<file path="config.mk">
export PLATFORM = sky130hd
export DESIGN_NAME = pipe_stage_skid
export DESIGN_NICKNAME = d
export VERILOG_FILES = /design/src/rtl/pipe_pkg.sv /design/src/rtl/pipe_slot.sv /design/src/rtl/pipe_stage_skid.sv
export SDC_FILE = /design/constraint.sdc
export NUM_CORES = 1
export LEC_CHECK = 0
export ABC_AREA = 1
export CORE_ASPECT_RATIO = 1.4
export CORE_MARGIN = 2
export CORE_UTILIZATION = 40
export DETAILED_ROUTE_END_ITERATION = 12
export GPL_ROUTABILITY_DRIVEN = 0
export PLACE_DENSITY = 0.66
export SLEW_MARGIN = 10
export SYNTH_ARGS = -nofsm -noshare
export SYNTH_HDL_FRONTEND = slang
export SYNTH_HIERARCHICAL = 1
export SYNTH_SLANG_ARGS = --single-unit
</file>
<file path="constraint.sdc">
create_clock -name clk -period 17.17 [get_ports clk]
set_input_delay 1.717 -clock clk [delete_from_list [all_inputs] [get_ports clk]]
set_output_delay 1.717 -clock clk [all_outputs]
set_load 0.05 [all_outputs]
</file>
<file path="src/rtl/pipe_pkg.sv">
// Shared definitions for pipeline-stage registers: control-bit map and occupancy encoding.
package pipe_pkg;

    localparam int CTRL_RD_WEN   = 0;
    localparam int CTRL_MEMWRITE = 1;
    localparam int CTRL_BRANCH   = 2;
    localparam int CTRL_JAL      = 3;
    localparam int CTRL_JALR     = 4;
    localparam int CTRL_W_DEF    = 5;

    // Occupancy of a stage; doubles as the steering state of the skid variant.
    typedef enum logic [1:0] {
        CNT_EMPTY = 2'd0,
        CNT_ONE   = 2'd1,
        CNT_FULL  = 2'd2
    } cnt_e;

endpackage

</file>
<file path="src/rtl/pipe_slot.sv">
// One storage entry of a pipeline stage: valid and ctrl are cleared by reset/clear,
// the payload is left unreset so it costs no reset fan-out.
module pipe_slot #(
    parameter int DATA_W = 128,
    parameter int CTRL_W = 5
) (
    input  logic              clk,
    input  logic              rst_n,
    input  logic              clr_i,
    input  logic              load_i,
    input  logic [CTRL_W-1:0] ctrl_i,
    input  logic [DATA_W-1:0] data_i,
    output logic              valid_o,
    output logic [CTRL_W-1:0] ctrl_o,
    output logic [DATA_W-1:0] data_o
);

    logic              valid_q;
    logic [CTRL_W-1:0] ctrl_q;
    logic [DATA_W-1:0] data_q;

    // Clear wins over load so a killed beat never leaves side-effect bits behind.
    always_ff @(posedge clk) begin
        if (!rst_n || clr_i) begin
            valid_q <= 1'b0;
            ctrl_q  <= '0;
        end else if (load_i) begin
            valid_q <= 1'b1;
            ctrl_q  <= ctrl_i;
        end
    end

    always_ff @(posedge clk) begin
        if (load_i) begin
            data_q <= data_i;
        end
    end

    assign valid_o = valid_q;
    assign ctrl_o  = ctrl_q;
    assign data_o  = data_q;

endmodule

</file>
<file path="src/rtl/pipe_stage_skid.sv">
// Parametrised pipeline-stage register with valid/ready handshake, flush and an optional
// 2-entry skid buffer that breaks the combinational ready path.
module pipe_stage_skid
    import pipe_pkg::*;
#(
    parameter int DATA_W = 128,
    parameter int CTRL_W = CTRL_W_DEF,
    parameter bit SKID   = 1'b1
) (
    input  logic              clk,
    input  logic              rst_n,
    input  logic              in_valid,
    output logic              in_ready,
    input  logic [CTRL_W-1:0] in_ctrl,
    input  logic [DATA_W-1:0] in_data,
    input  logic              flush,
    output logic              out_valid,
    input  logic              out_ready,
    output logic [CTRL_W-1:0] out_ctrl,
    output logic [DATA_W-1:0] out_data,
    output logic [1:0]        count
);

    logic              acc;
    logic              take;
    logic              main_load;
    logic              main_clr;
    logic [CTRL_W-1:0] main_ctrl_d;
    logic [DATA_W-1:0] main_data_d;
    logic              main_valid;
    logic [CTRL_W-1:0] main_ctrl;
    logic [DATA_W-1:0] main_data;

    assign acc  = in_valid && in_ready;
    assign take = main_valid && out_ready;

    pipe_slot #(.DATA_W(DATA_W), .CTRL_W(CTRL_W)) u_main (
        .clk     (clk),
        .rst_n   (rst_n),
        .clr_i   (main_clr),
        .load_i  (main_load),
        .ctrl_i  (main_ctrl_d),
        .data_i  (main_data_d),
        .valid_o (main_valid),
        .ctrl_o  (main_ctrl),
        .data_o  (main_data)
    );

    assign out_valid = main_valid;
    assign out_ctrl  = main_ctrl;
    assign out_data  = main_data;

    if (SKID) begin : g_skid
        logic              skid_load;
        logic              skid_clr;
        logic              main_from_skid;
        logic              skid_valid;
        logic [CTRL_W-1:0] skid_ctrl;
        logic [DATA_W-1:0] skid_data;
        cnt_e              count_d;
        cnt_e              count_q;
        logic              in_ready_q;

        pipe_slot #(.DATA_W(DATA_W), .CTRL_W(CTRL_W)) u_skid (
            .clk     (clk),
            .rst_n   (rst_n),
            .clr_i   (skid_clr),
            .load_i  (skid_load),
            .ctrl_i  (in_ctrl),
            .data_i  (in_data),
            .valid_o (skid_valid),
            .ctrl_o  (skid_ctrl),
            .data_o  (skid_data)
        );

        always_comb begin
            main_load      = 1'b0;
            main_clr       = 1'b0;
            skid_load      = 1'b0;
            skid_clr       = 1'b0;
            main_from_skid = 1'b0;
            count_d        = count_q;
            case (count_q)
                CNT_EMPTY: begin
                    if (acc) begin
                        main_load = 1'b1;
                        count_d   = CNT_ONE;
                    end
                end
                CNT_ONE: begin
                    if (acc && take) begin
                        main_load = 1'b1;
                    end else if (acc) begin
                        skid_load = 1'b1;
                        count_d   = CNT_FULL;
                    end else if (take) begin
                        main_clr = 1'b1;
                        count_d  = CNT_EMPTY;
                    end
                end
                CNT_FULL: begin
                    if (take) begin
                        main_load      = 1'b1;
                        main_from_skid = 1'b1;
                        skid_clr       = 1'b1;
                        count_d        = CNT_ONE;
                    end
                end
                default: count_d = CNT_EMPTY;
            endcase
            // Flush overrides every handshake decided above.
            if (flush) begin
                main_load = 1'b0;
                skid_load = 1'b0;
                main_clr  = 1'b1;
                skid_clr  = 1'b1;
                count_d   = CNT_EMPTY;
            end
        end

        assign main_ctrl_d = main_from_skid ? skid_ctrl : in_ctrl;
        assign main_data_d = main_from_skid ? skid_data : in_data;

        always_ff @(posedge clk) begin
            if (!rst_n) begin
                count_q    <= CNT_EMPTY;
                in_ready_q <= 1'b0;
            end else begin
                count_q    <= count_d;
                in_ready_q <= (count_d != CNT_FULL);
            end
        end

        assign in_ready = in_ready_q;
        assign count    = count_q;

        logic unused_skid;
        assign unused_skid = skid_valid;
    end else begin : g_single
        // Drain and refill in the same cycle simply overwrites the entry.
        assign in_ready    = !main_valid || out_ready;
        assign main_load   = acc && !flush;
        assign main_clr    = flush || (take && !acc);
        assign main_ctrl_d = in_ctrl;
        assign main_data_d = in_data;
        assign count       = {1'b0, main_valid};
    end

endmodule

</file>
==> results of run 1 <==
==> layout make-up <==
| cell class | instances | area (um^2) | share of cell area |
|---|---|---|---|
| Tap cell | 319 | 399 | 0.0286 |
| Clock buffer | 28 | 679 | 0.0488 |
| Inverter | 144 | 546 | 0.0391 |
| Sequential cell | 270 | 7970 | 0.572 |
| Multi-Input combinational cell | 322 | 1450 | 0.104 |
| Timing Repair Buffer | 279 | 2780 | 0.200 |
| Clock inverter | 19 | 111 | 0.00799 |
==> worst max-delay path, stage by stage <==
cell,delay (ns)
clkdlybuf4s50_1,0.47
a21oi_1,0.28
nand3_1,0.26
inv_6,0.64
buf_4,0.64
==> worst max-delay path by stage <==
stage	from	slack (ns)	end	cells after the start
2_1_floorplan	in_valid	8.08	u_main/data_o[0]$_DFFE_PP_	4
3_3_place_gp	out_ready	12.76	g_skid.u_skid/data_o[64]$_DFFE_PP_	5
3_5_place_dp	out_ready	12.65	g_skid.u_skid/data_o[57]$_DFFE_PP_	5
4_1_cts	out_ready	13.22	g_skid.u_skid/data_o[61]$_DFFE_PP_	5
5_1_grt	out_ready	13.03	g_skid.u_skid/data_o[67]$_DFFE_PP_	5
6_report	out_ready	13.25	g_skid.u_skid/data_o[49]$_DFFE_PP_	5
==> power by group through the flow <==
stage	clock network [W]	logic [W]	registers [W]
floorplan	0	0.0000199	0.000785
global placement	0	0.000109	0.000751
detailed placement	0	0.000110	0.000751
global route	0.000573	0.000117	0.000738
finish	0.000531	0.000110	0.000737
CTS	0.000551	0.000111	0.000737
==> placed cells by master (no fill, tap or decap), drive strengths merged, types with 5 or more instances in the layout <==
cell type      count
a21oi             13
buf                5
clkbuf            28
clkdlybuf4s50    274
clkinv            17
dfxtp             14
edfxtp           256
inv              144
nand2            161
nor2               9
o21ai            135
==> flip-flops by register name (all words and copies together) (netlist names) <==
| signal | cells |
|---|---|
| u_main/data_o | 128 |
| g_skid.u_skid/data_o | 128 |
| u_main/ctrl_o | 5 |
| count | 2 |
| in_ready | 1 |
| g_skid.u_skid/ctrl_o | 5 |
| u_main/valid_o | 1 |
==> stage by stage <==
step | std cells | power (W) | util
after floorplan | 765 | 0.000804 | -
after global placement | 1334 | 0.000860 | 0.521
after detailed placement | 1334 | 0.000861 | 0.521
after CTS | 1381 | 0.00140 | 0.553
after global routing | 1381 | 0.00143 | 0.553
final | 1381 | 0.00138 | 0.553
==> metal layers <==
layer / up-vias / GRT usage
li1: 3145 / -
met1: 2859 / 0.173
met2: 195 / 0.280
met3: 47 / 0.0402
met4: 0 / 0.0579
met5: - / 0
==> out/metrics.cfg, run 1 <==
[pwr]
switching_power_w=0.000296
leakagePower_nw=5.41
power.density_mw_per_mm2=98.9
peakVddDrop_v=0.0000717
swShare=0.215
clkPwrFrac=0.386
p_seq_frac=0.535
p_comb_frac=0.080
p_int_w=0.00108

[setup_path]
crit_fanout=88
endpoint_kind=flip-flop
rr_worst_depth=5
required_ns=17.32
reg2reg_setup_slack_ns=14.46
worstReg2RegEnd=g_skid.u_skid/data_o[49]$_DFFE_PP_
path_class=in2reg
r2r_start=count[0]$_SDFF_PN0_
arrival_ns=4.07
start_kind=input pin

[logic_synthesis]
syn_avg_cell_area_um2=13.3
synth_area_mm2=0.0102
syn_nets=903
yosysWarnings=6
postSynthCellCount=765

[global_routing]
groute.usage.overall=0.154
grt_pass1_vias=6003
grt_max_degree=116
antenna_found_initial=0
globalRoute.totalOverflow=0
grt_first_pass_wirelength_mm=32.2

[placement]
post-dp-hpwl_mm=14.4
portBuffers=274
pre_cts_slack_ns=12.65
dpl_cell_area_mm2=0.0131

[flow_run]
max_cap_violations=0

[worst_hold_path]
holdCritPathClass=reg2reg
hold_path_depth=2
hold_end=u_main/ctrl_o[0]$_SDFFE_PP0P_
min_from=u_main/ctrl_o[0]$_SDFFE_PP0P_

[clock_tree]
clkLatencyLatePin_ns=0.52
cts.path.max_buffers=3
cts_max_level=1
numCtsBuffers=26
post_cts_buffers=0
cts_tree=built
clk_pin_slew_ns=0.06
hold_buffers=0
cts_root_buf=clkbuf_16
post_cts_resized=0
clock_sink_count=270

[route]
wl_met1_mm=8.05
wl_per_cell_um=15.7
firstDrtPassIters=4
topRoutingLayerUsed=met4
vias_per_cell=4.52
drc=0
drt_iter0_drc=285
met2_length_mm=11.4
antenna_left=0
vias=6246
routed_wl_mm=21.7
wl_met3_mm=1.56

[sta]
rsz0062_at_grt=no
maxSlewHeadroom=0.266
tns_ns=0
skew_ns=0.00772
final.min_clock_period_ns=3.92
worst_slew_pin_slew_ns=1.10
worst_slack_ns=13.25
slew_violations=0
hold_ws_ns=0.465
setup_viol=0
period_share=0.228
max_freq_mhz=255
finalHoldViolCount=0

[floorplan]
die_h_um=193
core_area_mm2=0.0252
num_io_pins=275
rows=69
initial_core_util=0.403
fp.dieW_um=139
die_area_mm2=0.0267

[cells_and_area]
area_growth_pct=37.1
fillers=2138
final_cell_area_mm2=0.0139
final_nets=1181
diodes=0
drive_gt1_frac=0.0508

[status]
status=completed

Power figures use the tool's default switching activity.
==> run 2, diff against run 1 <==
--- a/config.mk
+++ b/config.mk
@@ -11,7 +11,7 @@
 export CORE_UTILIZATION = 40
 export DETAILED_ROUTE_END_ITERATION = 12
 export GPL_ROUTABILITY_DRIVEN = 0
-export PLACE_DENSITY = 0.66
+export PLACE_DENSITY = 0.69
 export SLEW_MARGIN = 10
 export SYNTH_ARGS = -nofsm -noshare
 export SYNTH_HDL_FRONTEND = slang
==> constraint.sdc (replaced) <==
create_clock -name clk -period 3.25 [get_ports clk]
set_input_delay 0.325 -clock clk [delete_from_list [all_inputs] [get_ports clk]]
set_output_delay 0.325 -clock clk [all_outputs]
set_load 0.05 [all_outputs]
==> run 2 against run 1 <==
Compared with the run above: hold slack got worse by 0.076 ns; critical endpoint is now out_data[105]; count of clock-buffer cells in the layout up 5; flip-flop and latch count unchanged; utilization up 0.74 points; via count increased by 0.66%; largest power group unchanged; combinational power increased to 5.4 times the previous value; setup slack worse by 12 ns; die area stayed put; final area grew 1.3%; critical path depth shrank 4.
==> out/metrics.cfg, run 2 (synthesized netlist as in run 1, its figures left out) <==
[sta]
setup_viol=0  ; unchanged
slew_violations=0  ; unchanged
period_share=0.631
finalHoldViolCount=0  ; unchanged
worst_slack_ns=1.20  ; was 13.25 ns
rsz0062_at_grt=no  ; unchanged
final.min_clock_period_ns=2.05
worst_slew_pin_slew_ns=1.07  ; was 1.10 ns
maxSlewHeadroom=0.284  ; was 0.266
max_freq_mhz=488
skew_ns=0.00821  ; was 0.00772 ns

[setup_path]
arrival_ns=1.73  ; was 4.07 ns
slowest_delay_ns=0.83  ; was 0.64 ns
required_ns=2.92  ; was 17.32 ns
worst-path-buf-inv=1  ; was 3
crit_slowest_cell=clkdlybuf4s50_1  ; was inv_6
crit_fanout=1  ; was 88
worstReg2RegEnd=g_skid.u_skid/data_o[20]$_DFFE_PP_  ; was g_skid.u_skid/data_o[49]$_DFFE_PP_
reg2reg_setup_slack_ns=1.32  ; was 14.46 ns
endpoint_kind=output port  ; was flip-flop
rr_worst_depth=5  ; unchanged
r2r_start=count[0]$_SDFF_PN0_  ; unchanged
path_class=reg2out  ; was in2reg
path_cells=clkdlybuf4s50_1  ; was clkdlybuf4s50_1, a21oi_1, nand3_1, inv_6, buf_4
start_kind=flip-flop  ; was input pin
cpLargestDelayFamily=buffers and inverters  ; unchanged

[floorplan]
die_h_um=193  ; unchanged
fp.dieW_um=139  ; unchanged
initial_core_util=0.403  ; unchanged
rows=69  ; unchanged
die_area_mm2=0.0267  ; unchanged
core_area_mm2=0.0252  ; unchanged
num_io_pins=275  ; unchanged

[cells_and_area]
area_growth_pct=39.0  ; was 37.1%
finalNonFillerCells=1391  ; was 1,381
final_common_cell=clkdlybuf4s50_1  ; unchanged
final_cell_mix=clkdlybuf4s50_1 (274), edfxtp_1 (256), nand2_1 (161)  ; unchanged
final_nets=1191  ; was 1,181
drive_gt1_frac=0.0598  ; was 0.0508
final_cell_area_mm2=0.0141  ; was 0.0139 mm^2
post-route-util=0.560  ; was 0.553

[flow_run]
max_cap_violations=0  ; unchanged

[global_routing]
antenna_found_initial=1  ; was 0
grt_max_degree=268  ; was 116
grt_pass1_vias=6213  ; was 6,003
use_met3=0.0330  ; was 0.0402
grt_first_pass_wirelength_mm=33.2  ; was 32.2 mm
globalRoute.totalOverflow=0  ; unchanged
use_met2=0.285  ; was 0.280
use_met1=0.186  ; was 0.173
grt_busiest_layer=met2  ; unchanged
groute.usage.overall=0.157  ; was 0.154

[clock_tree]
cts.path.max_buffers=3  ; unchanged
hold_buffers=0  ; unchanged
clock_sink_count=270  ; unchanged
clkLatencyLatePin_ns=0.51  ; was 0.52 ns
clk_pin_slew_ns=0.06  ; about the same
post_cts_buffers=0  ; unchanged
post_cts_resized=0  ; unchanged
cts_tree=built  ; unchanged
cts_max_level=1  ; unchanged
cts_root_buf=clkbuf_16  ; unchanged
numCtsBuffers=26  ; unchanged

[pwr]
power.density_mw_per_mm2=520  ; was 98.9 mW/mm^2
peakVddDrop_v=0.000322  ; was 0.0000717 V
leakagePower_nw=5.49  ; was 5.41 nW

[route]
drc=0  ; unchanged
vias=6287  ; was 6,246
routed_wl_mm=21.6  ; was 21.7 mm
firstDrtPassIters=4  ; unchanged
wl_per_cell_um=15.6  ; was 15.7 um
vias_per_cell=4.52  ; about the same
antenna_left=0  ; unchanged
drt_iter0_drc=315  ; was 285

[status]
status=completed  ; unchanged

[placement]
dp_cells=1344  ; was 1,334
pre_cts_slack_ns=0.847  ; was 12.65 ns
portBuffers=274  ; unchanged
post-dp-hpwl_mm=14.9  ; was 14.4 mm
dpl_cell_area_mm2=0.0133  ; was 0.0131 mm^2

[worst_hold_path]
holdCritPathClass=in2reg  ; was reg2reg
hold_end=g_skid.u_skid/data_o[82]$_DFFE_PP_  ; was u_main/ctrl_o[0]$_SDFFE_PP0P_
hold_path_depth=1  ; was 2
min_from=in_data[82]  ; was u_main/ctrl_o[0]$_SDFFE_PP0P_

## run 2: changes by cell type in the layout (fill, tap and decap cells not counted), sizes merged
cell    change
buf        +10
bufinv      +1
clkbuf      +5
clkinv      -6
diode       +1
inv         -1
## run 2: how the worst max path moves through the flow
stage	from	endpoint	slack (ns)	cells past startpoint
after floorplan	count[1]$_SDFF_PN0_	u_main/ctrl_o[0]$_SDFFE_PP0P_	-0.29	8
after global placement	out_ready	u_main/data_o[123]$_DFFE_PP_	0.86	6
after detailed placement	out_ready	u_main/data_o[123]$_DFFE_PP_	0.85	6
after CTS	u_main/data_o[105]$_DFFE_PP_	out_data[105]	1.17	1
after global routing	count[0]$_SDFF_PN0_	g_skid.u_skid/data_o[16]$_DFFE_PP_	1.12	5
final	u_main/data_o[105]$_DFFE_PP_	out_data[105]	1.20	1
## run 2: metal layers
metal,vias up,wire (um)
met4,0,599
met5,-,0
met2,199,11100
li1,3163,-
met1,2886,8570
met3,39,1340
## run 2: layout make-up
| cell class | count | area [um^2] |
|---|---|---|
| Fill cell | 2084 | 11100 |
| Sequential cell | 270 | 7980 |
| Timing Repair Buffer | 289 | 2940 |
| Multi-Input combinational cell | 322 | 1450 |
| Clock buffer | 33 | 698 |
| Inverter | 144 | 547 |
| Tap cell | 319 | 399 |
| Clock inverter | 13 | 106 |
| Antenna cell | 1 | 2.50 |
## run 2: stage by stage
step	total power, W	setup TNS, ns	hold WS (ns)
final	0.00735	0	0.389
after global routing	0.00760	0	0.366
after global placement	0.00455	0	0.449
after detailed placement	0.00456	0	0.447
after floorplan	0.00424	-35.94	0.424
after CTS	0.00745	0	0.358
## run 2: power breakdown
group | internal, W | switching [W]
clock | 0.00167 | 0.00120
combinational | 0.000271 | 0.000320
sequential | 0.00387 | 0.0000177
==> run 3, diff against run 2 <==
==> constraint.sdc (replaced) <==
create_clock -name clk -period 1.7 [get_ports clk]
set_input_delay 0.17 -clock clk [delete_from_list [all_inputs] [get_ports clk]]
set_output_delay 0.17 -clock clk [all_outputs]
set_load 0.05 [all_outputs]
==> run 3 against run 2 <==
Compared with the run above: critical path depth unchanged; combinational power increased by 89%; clock skew about the same; setup slack got worse by 1.1 ns; highest routed layer unchanged; utilization increased by 1.2 points.
==> out/metrics.cfg, run 3 (synthesized netlist as in run 1, its figures left out) <==
[status]
status=completed  ; unchanged

[route]
topRoutingLayerUsed=met4  ; unchanged
met2_length_mm=11.6  ; was 11.1 mm
drt_iter0_drc=287  ; was 315
wl_per_cell_um=15.7  ; was 15.6 um
antenna_left=0  ; unchanged
vias_per_cell=4.57  ; was 4.52
wl_met3_mm=1.59  ; was 1.34 mm
wl_met1_mm=8.16  ; was 8.57 mm
drc=0  ; unchanged
vias=6537  ; was 6,287
routed_wl_mm=22.4  ; was 21.6 mm
firstDrtPassIters=4  ; unchanged

[sta]
setup_viol=0  ; unchanged
worst_slew_pin_slew_ns=0.540  ; was 1.07 ns
maxSlewHeadroom=0.641  ; was 0.284
slew_violations=0  ; unchanged
period_share=0.954
worst_slack_ns=0.0779  ; was 1.20 ns
rsz0062_at_grt=no  ; unchanged
skew_ns=0.00816  ; was 0.00821 ns
finalHoldViolCount=0  ; unchanged
tns_ns=0  ; unchanged
max_freq_mhz=616
final.min_clock_period_ns=1.62

[pwr]
peakVddDrop_v=0.000823  ; was 0.000322 V
power_w=0.0143  ; was 0.00735 W
power.density_mw_per_mm2=993  ; was 520 mW/mm^2
leakagePower_nw=5.94  ; was 5.49 nW

[flow_run]
max_cap_violations=0  ; unchanged

[setup_path]
cpLargestDelayFamily=buffers and inverters  ; unchanged
endpoint_kind=output port  ; unchanged
crit_slowest_cell=dlygate4sd2_1  ; was clkdlybuf4s50_1
crit_fanout=1  ; unchanged
worst-path-buf-inv=1  ; unchanged
required_ns=1.53  ; was 2.92 ns
path_class=reg2out  ; unchanged
start_kind=flip-flop  ; unchanged
slowest_delay_ns=0.56  ; was 0.83 ns
arrival_ns=1.45  ; was 1.73 ns
path_cells=dlygate4sd2_1  ; was clkdlybuf4s50_1

[floorplan]
num_io_pins=275  ; unchanged
fp.dieW_um=139  ; unchanged
initial_core_util=0.403  ; unchanged
die_area_mm2=0.0267  ; unchanged
die_h_um=193  ; unchanged
core_area_mm2=0.0252  ; unchanged
rows=69  ; unchanged

[cells_and_area]
final_nets=1227  ; was 1,191
final_common_cell=edfxtp_1  ; was clkdlybuf4s50_1
finalNonFillerCells=1429  ; was 1,391
final_cell_mix=edfxtp_1 (256), nand2_1 (161), inv_1 (140)  ; was clkdlybuf4s50_1 (274), edfxtp_1 (256), nand2_1 (161)
area_growth_pct=42.0  ; was 39.0%
fillers=2066  ; was 2,084
drive_gt1_frac=0.128  ; was 0.0598

[clock_tree]
cts_max_level=1  ; unchanged
clkLatencyLatePin_ns=0.52  ; was 0.51 ns
clock_sink_count=270  ; unchanged
numCtsBuffers=26  ; unchanged
cts_root_buf=clkbuf_16  ; unchanged
cts_tree=built  ; unchanged
post_cts_buffers=0  ; unchanged
clk_pin_slew_ns=0.06  ; about the same
cts.path.max_buffers=3  ; unchanged

[placement]
pre_cts_slack_ns=-0.199  ; was 0.847 ns
post-dp-hpwl_mm=16.5  ; was 14.9 mm
portBuffers=274  ; unchanged
dp_cells=1380  ; was 1,344

[worst_hold_path]
holdCritPathClass=in2reg  ; unchanged

[global_routing]
grt_pass1_vias=6629  ; was 6,213
grt_max_degree=52  ; was 268
antenna_found_initial=1  ; unchanged
groute.usage.overall=0.165  ; was 0.157
globalRoute.totalOverflow=0  ; unchanged
grt_first_pass_wirelength_mm=34.6  ; was 33.2 mm

-- run 3: report_power, final --
group,internal [W],switching (W)
sequential,0.00740,0.0000332
clock,0.00340,0.00238
combinational,0.000497,0.000619
-- run 3: layout make-up --
cell class | instances | area [um^2] | share of cell area
Antenna cell | 1 | 2.50 | 0.000173
Inverter | 144 | 547 | 0.0379
Timing Repair Buffer | 325 | 3190 | 0.221
Tap cell | 319 | 399 | 0.0277
Clock inverter | 14 | 144 | 0.00997
Sequential cell | 270 | 7980 | 0.553
Clock buffer | 34 | 712 | 0.0493
Multi-Input combinational cell | 322 | 1460 | 0.101
-- run 3: metal layers --
layer	track usage	vias to the layer above
met1	0.183	3001
met4	0.0781	0
li1	-	3248
met3	0.0424	66
met2	0.296	222
met5	0	-
-- run 3: repair_timing --
action,4_1_cts,5_1_grt
hold buffers,0,0
resized for setup,102,0
setup endpoints to repair,102,0
endpoints found under the hold margin,0,0
-- run 3: worst paths after layout --
check                                                   start                                  to  slack (ns)  cells after the start
worst max-delay path              u_main/data_o[98]$_DFFE_PP_                        out_data[98]        0.08                      1
worst min-delay path                              in_data[87]  g_skid.u_skid/data_o[87]$_DFFE_PP_        0.23                      1
worst max register to register            count[1]$_SDFF_PN0_         u_main/data_o[85]$_DFFE_PP_        0.18                      6
worst min register to register  u_main/ctrl_o[3]$_SDFFE_PP0P_       u_main/ctrl_o[3]$_SDFFE_PP0P_        0.46                      2
-- run 3: metrics by stage --
| stage | cell area [um^2] | util | hold WS [ns] |
|---|---|---|---|
| 6_report | 14400 | 0.572 | 0.226 |
| 2_1_floorplan | 10200 | - | 0.269 |
| 5_1_grt | 14400 | 0.572 | 0.205 |
| 4_1_cts | 14400 | 0.572 | 0.203 |
| 3_5_place_dp | 13700 | 0.543 | 0.450 |
| 3_3_place_gp | 13700 | 0.543 | 0.444 |
